## config.mk

```make
export PLATFORM = sky130hd
export DESIGN_NAME = ecc_secded_decoder
export DESIGN_NICKNAME = d
export VERILOG_FILES = /design/src/rtl/ecc_pkg.sv /design/src/rtl/ecc_syndrome.sv /design/src/rtl/ecc_secded_decoder.sv
export SDC_FILE = /design/constraint.sdc
export NUM_CORES = 1
export LEC_CHECK = 0
export BUFFER_PORTS_ARGS = -buffer_cell sky130_fd_sc_hd__buf_2
export CORE_UTILIZATION = 47
export CTS_BUF_LIST = sky130_fd_sc_hd__clkbuf_4 sky130_fd_sc_hd__clkbuf_8
export CTS_CLUSTER_SIZE = 12
export DETAILED_ROUTE_END_ITERATION = 12
export PLACE_DENSITY = 0.89
export SYNTH_ARGS = -nofsm -noshare
export SYNTH_HDL_FRONTEND = slang
export SYNTH_SLANG_ARGS = --single-unit
```

## constraint.sdc

```tcl
create_clock -name Clk -period 1.18 [get_ports Clk]
set_input_delay 0.177 -clock Clk [delete_from_list [all_inputs] [get_ports Clk]]
set_output_delay 0.177 -clock Clk [all_outputs]
set_load 0.005 [all_outputs]
```

## src/rtl/ecc_pkg.sv

```systemverilog
// Shared types and elaboration-time helpers for the SECDED decoder.
// The codeword layout is fixed here. Bit 0 holds the overall parity p0.
// Bit k (k >= 1) holds Hamming position k. Parity bits sit at the
// power-of-two positions, and data bits fill the remaining positions in
// ascending order.
package ecc_pkg;

    typedef enum logic [1:0] {
        ECC_CLEAN  = 2'b00,
        ECC_CORR   = 2'b01,
        ECC_UNCORR = 2'b10
    } ecc_status_e;

    // Smallest number of Hamming parity bits that can address every
    // position of a codeword carrying data_w data bits plus p0.
    function automatic int calc_par_w(input int data_w);
        for (int p = 1; p < 31; p++) begin
            if ((1 << p) >= data_w + p + 1) begin
                return p;
            end
        end
        return 31;
    endfunction

    function automatic bit is_pow2(input int pos);
        return (pos > 0) && ((pos & (pos - 1)) == 0);
    endfunction

    // Maps a Hamming position to the data bit index it carries.
    // Returns -1 for parity positions (powers of two) and for position 0.
    function automatic int pos_to_data_idx(input int pos);
        int n_par;
        n_par = 0;
        if (pos < 3 || is_pow2(pos)) begin
            return -1;
        end
        for (int k = 1; k <= pos; k = k * 2) begin
            n_par++;
        end
        return pos - n_par - 1;
    endfunction

endpackage

```

## src/rtl/ecc_syndrome.sv

```systemverilog
// Combinational syndrome generator. It computes the Hamming syndrome s,
// which is the XOR of the indices of all set bits at positions 1 and up.
// It also computes the overall parity q, which is the XOR of every bit
// of the codeword.
module ecc_syndrome #(
    parameter int CW_W  = 16,
    parameter int PAR_W = 4
) (
    input  logic [CW_W-1:0]  code_i,
    output logic [PAR_W-1:0] syndrome_o,
    output logic             overall_o
);

    // Fold the position index of every set bit into the syndrome.
    always_comb begin
        // NOTE: combinational blocks use blocking '=' so each loop iteration sees the previous partial XOR; clocked blocks use '<='.
        syndrome_o = '0;
        for (int k = 1; k < CW_W; k++) begin
            if (code_i[k]) begin
                syndrome_o = syndrome_o ^ PAR_W'(k);
            end
        end
    end

    assign overall_o = ^code_i;

endmodule

```

## src/rtl/ecc_secded_decoder.sv

```systemverilog
// SECDED (extended Hamming) decoder with a two-stage valid/ready pipeline.
// Stage 1 registers the codeword together with its syndrome and overall
// parity. Stage 2 applies any correction, extracts the data bits and
// registers the result.
// Optional feature: define ECC_ERR_COUNT_EN to build the saturating
// corrected and uncorrectable word counters. Without it, sb_count and
// db_count are tied to 0 and clr_counts is ignored.
module ecc_secded_decoder
    import ecc_pkg::*;
#(
    parameter int DATA_W = 11,
    parameter int PAR_W  = calc_par_w(DATA_W),
    parameter int CNT_W  = 8
) (
    input  logic                    Clk,
    input  logic                    Reset_n,
    input  logic                    in_valid,
    output logic                    in_ready,
    input  logic [DATA_W+PAR_W:0]   in_code,
    output logic                    out_valid,
    input  logic                    out_ready,
    output logic [DATA_W-1:0]       out_data,
    output logic [1:0]              out_status,
    output logic [PAR_W-1:0]        out_syndrome,
    input  logic                    clr_counts,
    output logic [CNT_W-1:0]        sb_count,
    output logic [CNT_W-1:0]        db_count
);

    localparam int CW_W  = DATA_W + PAR_W + 1;
    localparam int N_POS = 1 << PAR_W;

    // ------------------------------------------------------------------
    // Handshake control
    // ------------------------------------------------------------------
    logic s1_valid_q;
    logic out_valid_q;
    logic s1_load;
    logic s2_load;

    // Stage 2 advances when it is empty or its result is being taken.
    // Stage 1 advances when it is empty or stage 2 is pulling from it.
    // Neither term looks at in_valid, so in_ready has no path from it.
    assign s2_load  = !out_valid_q || out_ready;
    assign s1_load  = !s1_valid_q || s2_load;
    assign in_ready = s1_load;

    // ------------------------------------------------------------------
    // Stage 1: capture codeword, syndrome and overall parity
    // ------------------------------------------------------------------
    logic [PAR_W-1:0] syn_d;
    logic             par_d;
    logic [CW_W-1:0]  s1_code_q;
    logic [PAR_W-1:0] s1_syn_q;
    logic             s1_par_q;

    ecc_syndrome #(
        .CW_W  (CW_W),
        .PAR_W (PAR_W)
    ) u_syndrome (
        .code_i     (in_code),
        .syndrome_o (syn_d),
        .overall_o  (par_d)
    );

    // Stage-1 payload registers load on every accepted word.
    always_ff @(posedge Clk) begin
        // NOTE: payload registers are always qualified by a valid bit, so they carry no reset; only the control state and outputs do.
        if (s1_load && in_valid) begin
            s1_code_q <= in_code;
            s1_syn_q  <= syn_d;
            s1_par_q  <= par_d;
        end
    end

    // ------------------------------------------------------------------
    // Stage 2 decode: classify, correct, extract
    // ------------------------------------------------------------------
    logic [N_POS-1:0] pos_mask;
    logic [CW_W-1:0]  flip;
    logic [CW_W-1:0]  corr_code;
    logic [DATA_W-1:0] dec_data;
    ecc_status_e      dec_status;
    logic             unused_corr_bits;

    // A syndrome can only be corrected when it names a real position of
    // the codeword. Syndromes beyond CW_W-1 mean a multi-bit error.
    for (genvar g = 0; g < N_POS; g++) begin : g_pos_mask
        assign pos_mask[g] = (g < CW_W);
    end

    // Classify the word and build the single-bit correction mask.
    always_comb begin
        // NOTE: every output of this block is given a default first, so no path leaves one unassigned and no latch is inferred.
        dec_status = ECC_CLEAN;
        flip       = '0;
        if (s1_par_q) begin
            if (pos_mask[s1_syn_q]) begin
                // s = 0 selects p0 itself, so the data bits remain untouched.
                dec_status = ECC_CORR;
                for (int k = 0; k < CW_W; k++) begin
                    flip[k] = (s1_syn_q == PAR_W'(k));
                end
            end else begin
                dec_status = ECC_UNCORR;
            end
        end else if (s1_syn_q != '0) begin
            // Even overall parity with a nonzero syndrome means a double error.
            dec_status = ECC_UNCORR;
        end
    end

    assign corr_code = s1_code_q ^ flip;

    // Gather the data bits from the non-power-of-two positions.
    for (genvar k = 1; k < CW_W; k++) begin : g_extract
        if (pos_to_data_idx(k) >= 0) begin : g_data
            assign dec_data[pos_to_data_idx(k)] = corr_code[k];
        end
    end

    // Parity positions are checked but never forwarded as data.
    assign unused_corr_bits = ^corr_code;

    // ------------------------------------------------------------------
    // Stage 2 registers and output port
    // ------------------------------------------------------------------
    logic [DATA_W-1:0] out_data_q;
    ecc_status_e       out_status_q;
    logic [PAR_W-1:0]  out_syndrome_q;

    // Pipeline valid bits and result registers. The result holds while stalled.
    always_ff @(posedge Clk or negedge Reset_n) begin
        if (!Reset_n) begin
            s1_valid_q     <= 1'b0;
            out_valid_q    <= 1'b0;
            out_data_q     <= '0;
            out_status_q   <= ECC_CLEAN;
            out_syndrome_q <= '0;
        end else begin
            if (s1_load) begin
                s1_valid_q <= in_valid;
            end
            if (s2_load) begin
                out_valid_q <= s1_valid_q;
                if (s1_valid_q) begin
                    out_data_q     <= dec_data;
                    out_status_q   <= dec_status;
                    out_syndrome_q <= s1_syn_q;
                end
            end
        end
    end

    assign out_valid    = out_valid_q;
    assign out_data     = out_data_q;
    assign out_status   = out_status_q;
    assign out_syndrome = out_syndrome_q;

    // ------------------------------------------------------------------
    // Error counters
    // ------------------------------------------------------------------
`ifdef ECC_ERR_COUNT_EN
    logic             out_fire;
    logic [CNT_W-1:0] sb_count_q;
    logic [CNT_W-1:0] sb_count_d;
    logic [CNT_W-1:0] db_count_q;
    logic [CNT_W-1:0] db_count_d;

    assign out_fire = out_valid_q && out_ready;

    // Count delivered words by status. Clearing wins over a same-cycle increment.
    always_comb begin
        sb_count_d = sb_count_q;
        db_count_d = db_count_q;
        if (clr_counts) begin
            sb_count_d = '0;
            db_count_d = '0;
        end else if (out_fire) begin
            if (out_status_q == ECC_CORR && sb_count_q != '1) begin
                sb_count_d = sb_count_q + CNT_W'(1);
            end
            if (out_status_q == ECC_UNCORR && db_count_q != '1) begin
                db_count_d = db_count_q + CNT_W'(1);
            end
        end
    end

    // Counter state registers.
    always_ff @(posedge Clk or negedge Reset_n) begin
        if (!Reset_n) begin
            sb_count_q <= '0;
            db_count_q <= '0;
        end else begin
            sb_count_q <= sb_count_d;
            db_count_q <= db_count_d;
        end
    end

    assign sb_count = sb_count_q;
    assign db_count = db_count_q;
`else
    logic unused_clr_counts;

    assign unused_clr_counts = clr_counts;
    assign sb_count          = '0;
    assign db_count          = '0;
`endif

endmodule

```

## Word-level counts from Yosys, hierarchy flattened

Memory sizes are Yosys's and may differ from the RTL's. A register that Yosys moved wholly into a read port is not among the register bits.
Index checks and enable logic that the tools add are counted.

- $lt $le $gt $ge: 1
- Equality and inequality tests: 15
- Mux-type cells: 22
- Bitwise logic cells: 15
- Reduce and logical (&&, ||, !) cells: 9

Operator list:

| kind | number |
|---|---|
| 4-bit two-way mux | 9 |
| 4-bit equality test (second input constant) | 8 |
| 16-bit two-way mux | 2 |
| 4-bit by 3-bit equality test with 1-bit output (second input constant) | 4 |
| 16-bit XOR reduction | 1 |
| 16-bit XOR | 1 |
| 3-bit two-way mux | 4 |
| 2-bit inverter | 6 |
| 3-bit inverter | 4 |
| 2-bit two-way mux | 5 |
| 4-bit by 2-bit equality test with 1-bit output (second input constant) | 2 |
| 4-bit by 5-bit less-than comparator with 1-bit output (second input constant) | 1 |
| 4-bit by 1-bit equality test with 1-bit output (second input constant) | 1 |
| 4-bit zero test | 1 |
| 4-bit inverter | 1 |
| 4-bit nonzero test | 1 |
| 1-bit inverter (first input constant) | 3 |
| 1-bit zero test | 2 |
| 1-bit logical OR | 2 |
| 1-bit two-way mux | 2 |
| 2-bit AND reduction | 1 |
| 1-bit logical AND | 1 |

- Flip-flop bits (word level): 40
- Memory bits (read-only): 16
- Bits of input ports: 21
- Word-level logic and storage cells: 71
- Memories: 1

Memories:

| name | words | width | read ports | clocked after memory_dff | wr ports | line | text |
|---|---|---|---|---|---|---|---|
| (name not given) | 16 | 1 | 1 | 1 | 0 | ecc_secded_decoder.sv:98 | `if (pos_mask[s1_syn_q]) begin` |

## Logic depth before layout (Yosys ltp)

- Depth after elaboration: 27
- Gate-level depth with buffers: 6

## Modules after synthesis

A second synthesis with hierarchy kept.

- Cells, all modules: 149
- Area, all modules: 1771.7 µm²

Modules (own cells, without submodules):

| module | instances | cells each | area an instance (µm²) | sequential area each (µm²) |
|---|---|---|---|---|
| ecc_secded_decoder | 1 | 122 | 1520.2 | 955.9 |
| ecc_syndrome | 1 | 27 | 251.5 | 0.0 |

## Least setup slack after synthesis

Ideal clock, no wire load.

- Path type: register to register
- Start point: reg out_valid_q, in the netlist out_valid
- End point: reg s1_code_q[10] (enable)
- Library setup time: 0.374 ns
- Arrival: 0.984 ns
- Setup slack: -0.178 ns
- Stages on the path, launching flop included: 3
- Buffers on the path: 0
- Cell sequence: dfrtp_1 nand3b_1 and2_1

- Word-level cells in the longest chain between the ends: 4

RTL lines:

| what | line | text |
|---|---|---|
| start, declared | ecc_secded_decoder.sv:37 | `logic out_valid_q;` |
| start signal, assigned | ecc_secded_decoder.sv:145 | `out_valid_q <= s1_valid_q;` |
| 1-bit zero test | ecc_secded_decoder.sv:44 | `assign s2_load = !out_valid_q \|\| out_ready;` |
| 1-bit logical OR | ecc_secded_decoder.sv:44 |  |
| 1-bit logical OR | ecc_secded_decoder.sv:45 | `assign s1_load = !s1_valid_q \|\| s2_load;` |
| net in_ready | ecc_secded_decoder.sv:18 | `output logic in_ready,` |
| 1-bit logical AND | ecc_secded_decoder.sv:69 | `if (s1_load && in_valid) begin` |
| end signal, assigned | ecc_secded_decoder.sv:70 | `s1_code_q <= in_code;` |
| end, declared | ecc_secded_decoder.sv:53 | `logic [CW_W-1:0] s1_code_q;` |

The timed path passes the listed nets, and every way through them passes these cells.
A chain may end at the register's enable or synchronous reset.

## Worst setup path after layout

- Start point: reg s1_syn_q[3]
- End point: reg out_data_q[1], in the netlist out_data[1]

- Word-level cells in the longest chain between the ends: 4

RTL lines:

| what | line | text |
|---|---|---|
| start, declared | ecc_secded_decoder.sv:54 | `logic [PAR_W-1:0] s1_syn_q;` |
| start signal, assigned | ecc_secded_decoder.sv:71 | `s1_syn_q <= syn_d;` |
| 4-bit by 3-bit equality test with 1-bit output | ecc_secded_decoder.sv:102 | `flip[k] = (s1_syn_q == PAR_W'(k));` |
| 16-bit two-way mux | ecc_secded_decoder.sv:98 |  |
| 16-bit two-way mux | ecc_secded_decoder.sv:97 | `if (s1_par_q) begin` |
| 16-bit XOR | ecc_secded_decoder.sv:113 | `assign corr_code = s1_code_q ^ flip;` |
| end signal, assigned | ecc_secded_decoder.sv:147 | `out_data_q <= dec_data;` |
| end, declared | ecc_secded_decoder.sv:128 | `logic [DATA_W-1:0] out_data_q;` |

Every way passes these cells.

==> reports/qor.yml <==
place:
  final_weighted_congestion_in_routability_driven_placement: 0.828
  place.detailed.hpwl_mm: 2.26
  numPortBuffers: 38
  setup_ws_pre_cts_ns: -0.140
  area_post_placement_mm2: 0.00209
  placed_cells_incl_taps: 248
clocking:
  worstSkewPairLatency_ns: 0.29
  cts_num_sinks: 35
  cts_inserted_buffers: 5
  clkSlewWorstSetupHoldPaths_ns: 0.06
  cts_max_path_buffers: 2
  ctsHtreeMaxLevel: 2
  tritoncts: "built"
  clock-root-buffer: "clkbuf_8"
finish:
  finish.net_count: 241
  postLayoutCellArea_mm2: 0.00233
  finalNonFillerCells: 267
  mostFrequentLayoutCell: "buf_2"
  multiInputGateArea_um2: 754
  seqCellArea_um2: 956
  layout_cells_sized_above_1_pct: 41.6
  syn2layout_area_growth_pct: 33.8
  filler_cell_count: 264
  num_antenna_cells: 0
  layout.cells.most_common_list: "buf_2, xnor2_1, buf_4"
status:
  violations: "setup timing"
  outcome: "finished with violations"
route:
  drt_iter0_markers: 42
  post_drt_via_cell_ratio: 4.61
  detailedRoute.firstPassIterationCount: 4
  wire_per_inst_um: 13.0
  postRouteWirelength_mm: 3.46
  antenna_left: 0
  vias: 1230
  drc: 0
critical_path:
  worst_ep_arrival_time_ns: 1.47
  worstSetupStartpointType: "register"
  critPathMaxFanout: 5
  critical_path_required_ns: 1.35
  worst-setup-path-type: "reg -> reg"
  timing.critical_path.to_type: "register"
power:
  p_switching_mw: 1.04
  sequentialPowerShare_pct: 45.7
  power_density_mw_per_mm2: 1590
  internal-power_mw: 2.65
  ir_worst_vdd_mv: 0.822
  combinationalPowerShare_pct: 30.6
  p_sw_share_pct: 28.2
  power_leakage_nw: 0.998
  power.clock.fraction_pct: 23.8
logic_synthesis:
  share_of_async_settable_or_async_resettable_flops_after_synthesis_pct: 54.3
  netlist-cell-type-count: 20
  synth_edf_count: 16
  yosysSeqAreaShare_pct: 55.0
  synthesis.area_per_instance_um2: 11.8
  ys_ff_latch: 35
  synth-main-ff-cell: "dfrtp_1"
  syn_inst: 147
  number_of_warnings_reported_in_the_yosys_synthesis_log: 0
  post_synthesis_instance_area_mm2: 0.00174
global_route:
  grt_remaining_overflow: 0
  grtUsageTotal_pct: 17.6
  grt_max_degree: 20
  vias_in_the_first_global_route: 1132
  grt_pass1_wl_mm: 5.14
  antenna_found_initial: 0
sta:
  final_critical_path_setup_slack_ns: -0.121
  worst_hold_slack_ns: 0.0972
  final.setup_skew_ns: 0.00288
  final_min_period_over_clock_period_pct: 110
  hold_viol: 0
  finalSetupViolCount: 14
  setup_repair_after_global_routing_missed_its_margin: "yes"
  report.final.slew_viol_count: 0
  fin_crit_ns: 1.30
  fmaxAchievable_mhz: 769
floorplan:
  core_area_mm2: 0.00344
  chipHeight_um: 62.8
  fp.dieW_um: 62.8
  start_util_pct: 50.5
  floorplan.rows: 21
  die_area_mm2: 0.00395
  ios: 56
job:
  timing.max_cap.violations: 0
worst_hold_path:
  hold_class: "in -> reg"
power groups by stage:
stage          sequential (mW)  combinational [mW]  clock (mW)
2_1_floorplan             1.70               0.539           0
3_3_place_gp              1.69               0.902           0
3_5_place_dp              1.70               0.940           0
4_1_cts                   1.67               0.987       0.895
5_1_grt                   1.71                1.22       0.967
6_report                  1.69                1.13       0.880
metal layers:
layer	track usage, %	part of all wire [%]	vias up
li1	-	-	597
met2	29.2	52	52
met4	9.01	2.4	0
met3	5.84	5.6	9
met1	20.1	40	572
met5	0	0	-
worst paths after layout:
check                           startpoint         endpoint  slack [ns]  depth (start not counted)
setup / recovery               s1_syn_q[3]      out_data[1]       -0.12                          4
hold / removal                    in_valid       s1_valid_q         0.1                          2
setup reg to reg               s1_syn_q[3]      out_data[1]       -0.12                          4
hold reg to reg            out_syndrome[2]  out_syndrome[2]        0.50                          1
max in group asynchronous          Reset_n       s1_valid_q        0.56                          2
min in group asynchronous          Reset_n    out_status[1]        0.34                          2
cells by family after synthesis:
| kind of cell | share of synthesized area (%) |
|---|---|
| muxes | 3.89 |
| other | 0.216 |
| DFF | 55.0 |
| AOI/OAI and AO/OA | 3.46 |
| buffers and inverters | 7.70 |
| and+or+nand+nor | 9.72 |
| xor gates and xnor gates | 20.0 |
state kept, by name (all words and copies together), names as in the netlist:
name          flops
out_data         11
out_status        2
out_syndrome      4
out_valid         1
s1_code_q        11
s1_par_q          1
s1_syn_q          4
s1_valid_q        1
cell usage after synthesis, drive strengths merged, types with 2 or more instances:
cell,number,area (um^2)
buf,18,130
xnor2,32,288
edfxtp,16,480
nor2,22,82.6
nand3b,3,22.5
dfrtp,19,475
a21oi,12,60.1
mux2,6,67.6
and2,2,12.5
xor2,6,60.1
nand2b,5,31.3
through the flow:
step                      power (mW)  util [%]  TNS [ns]
final                           3.70      67.6    -0.615
after global routing            3.91      67.6     -1.83
after CTS                       3.55      64.4   -0.0273
after detailed placement        2.64      60.8    -0.496
after global placement          2.59      60.8    -0.336
after floorplan                 2.24         -         0
timing repair:
| item | in CTS | in global routing |
|---|---|---|
| endpoints found under the setup margin | 17 | 33 |
| setup buffers | 5 | 3 |
| gates cloned | 0 | 3 |
| pin swaps | 2 | 3 |
| hold buffers | 1 | 0 |
| endpoints found under the hold margin | 19 | 0 |
| gates resized for setup | 2 | 15 |
layout make-up:
| class | instances | share of cell area, % |
|---|---|---|
| clock inverters | 1 | 0.161 |
| repair buffers | 69 | 20.0 |
| flip-flops and latches | 35 | 41.1 |
| well taps | 46 | 2.47 |
| multi-input cells | 109 | 32.4 |
| clock buffers | 7 | 3.87 |
critical path, cell delays in order, from the launching register on:
cell,delay (ns)
edfxtp_1,0.46
nand3b_1,0.30
nor2_1,0.17
xnor2_1,0.16
a21oi_1,0.10
Note: power is estimated with default switching activity, not from simulation.
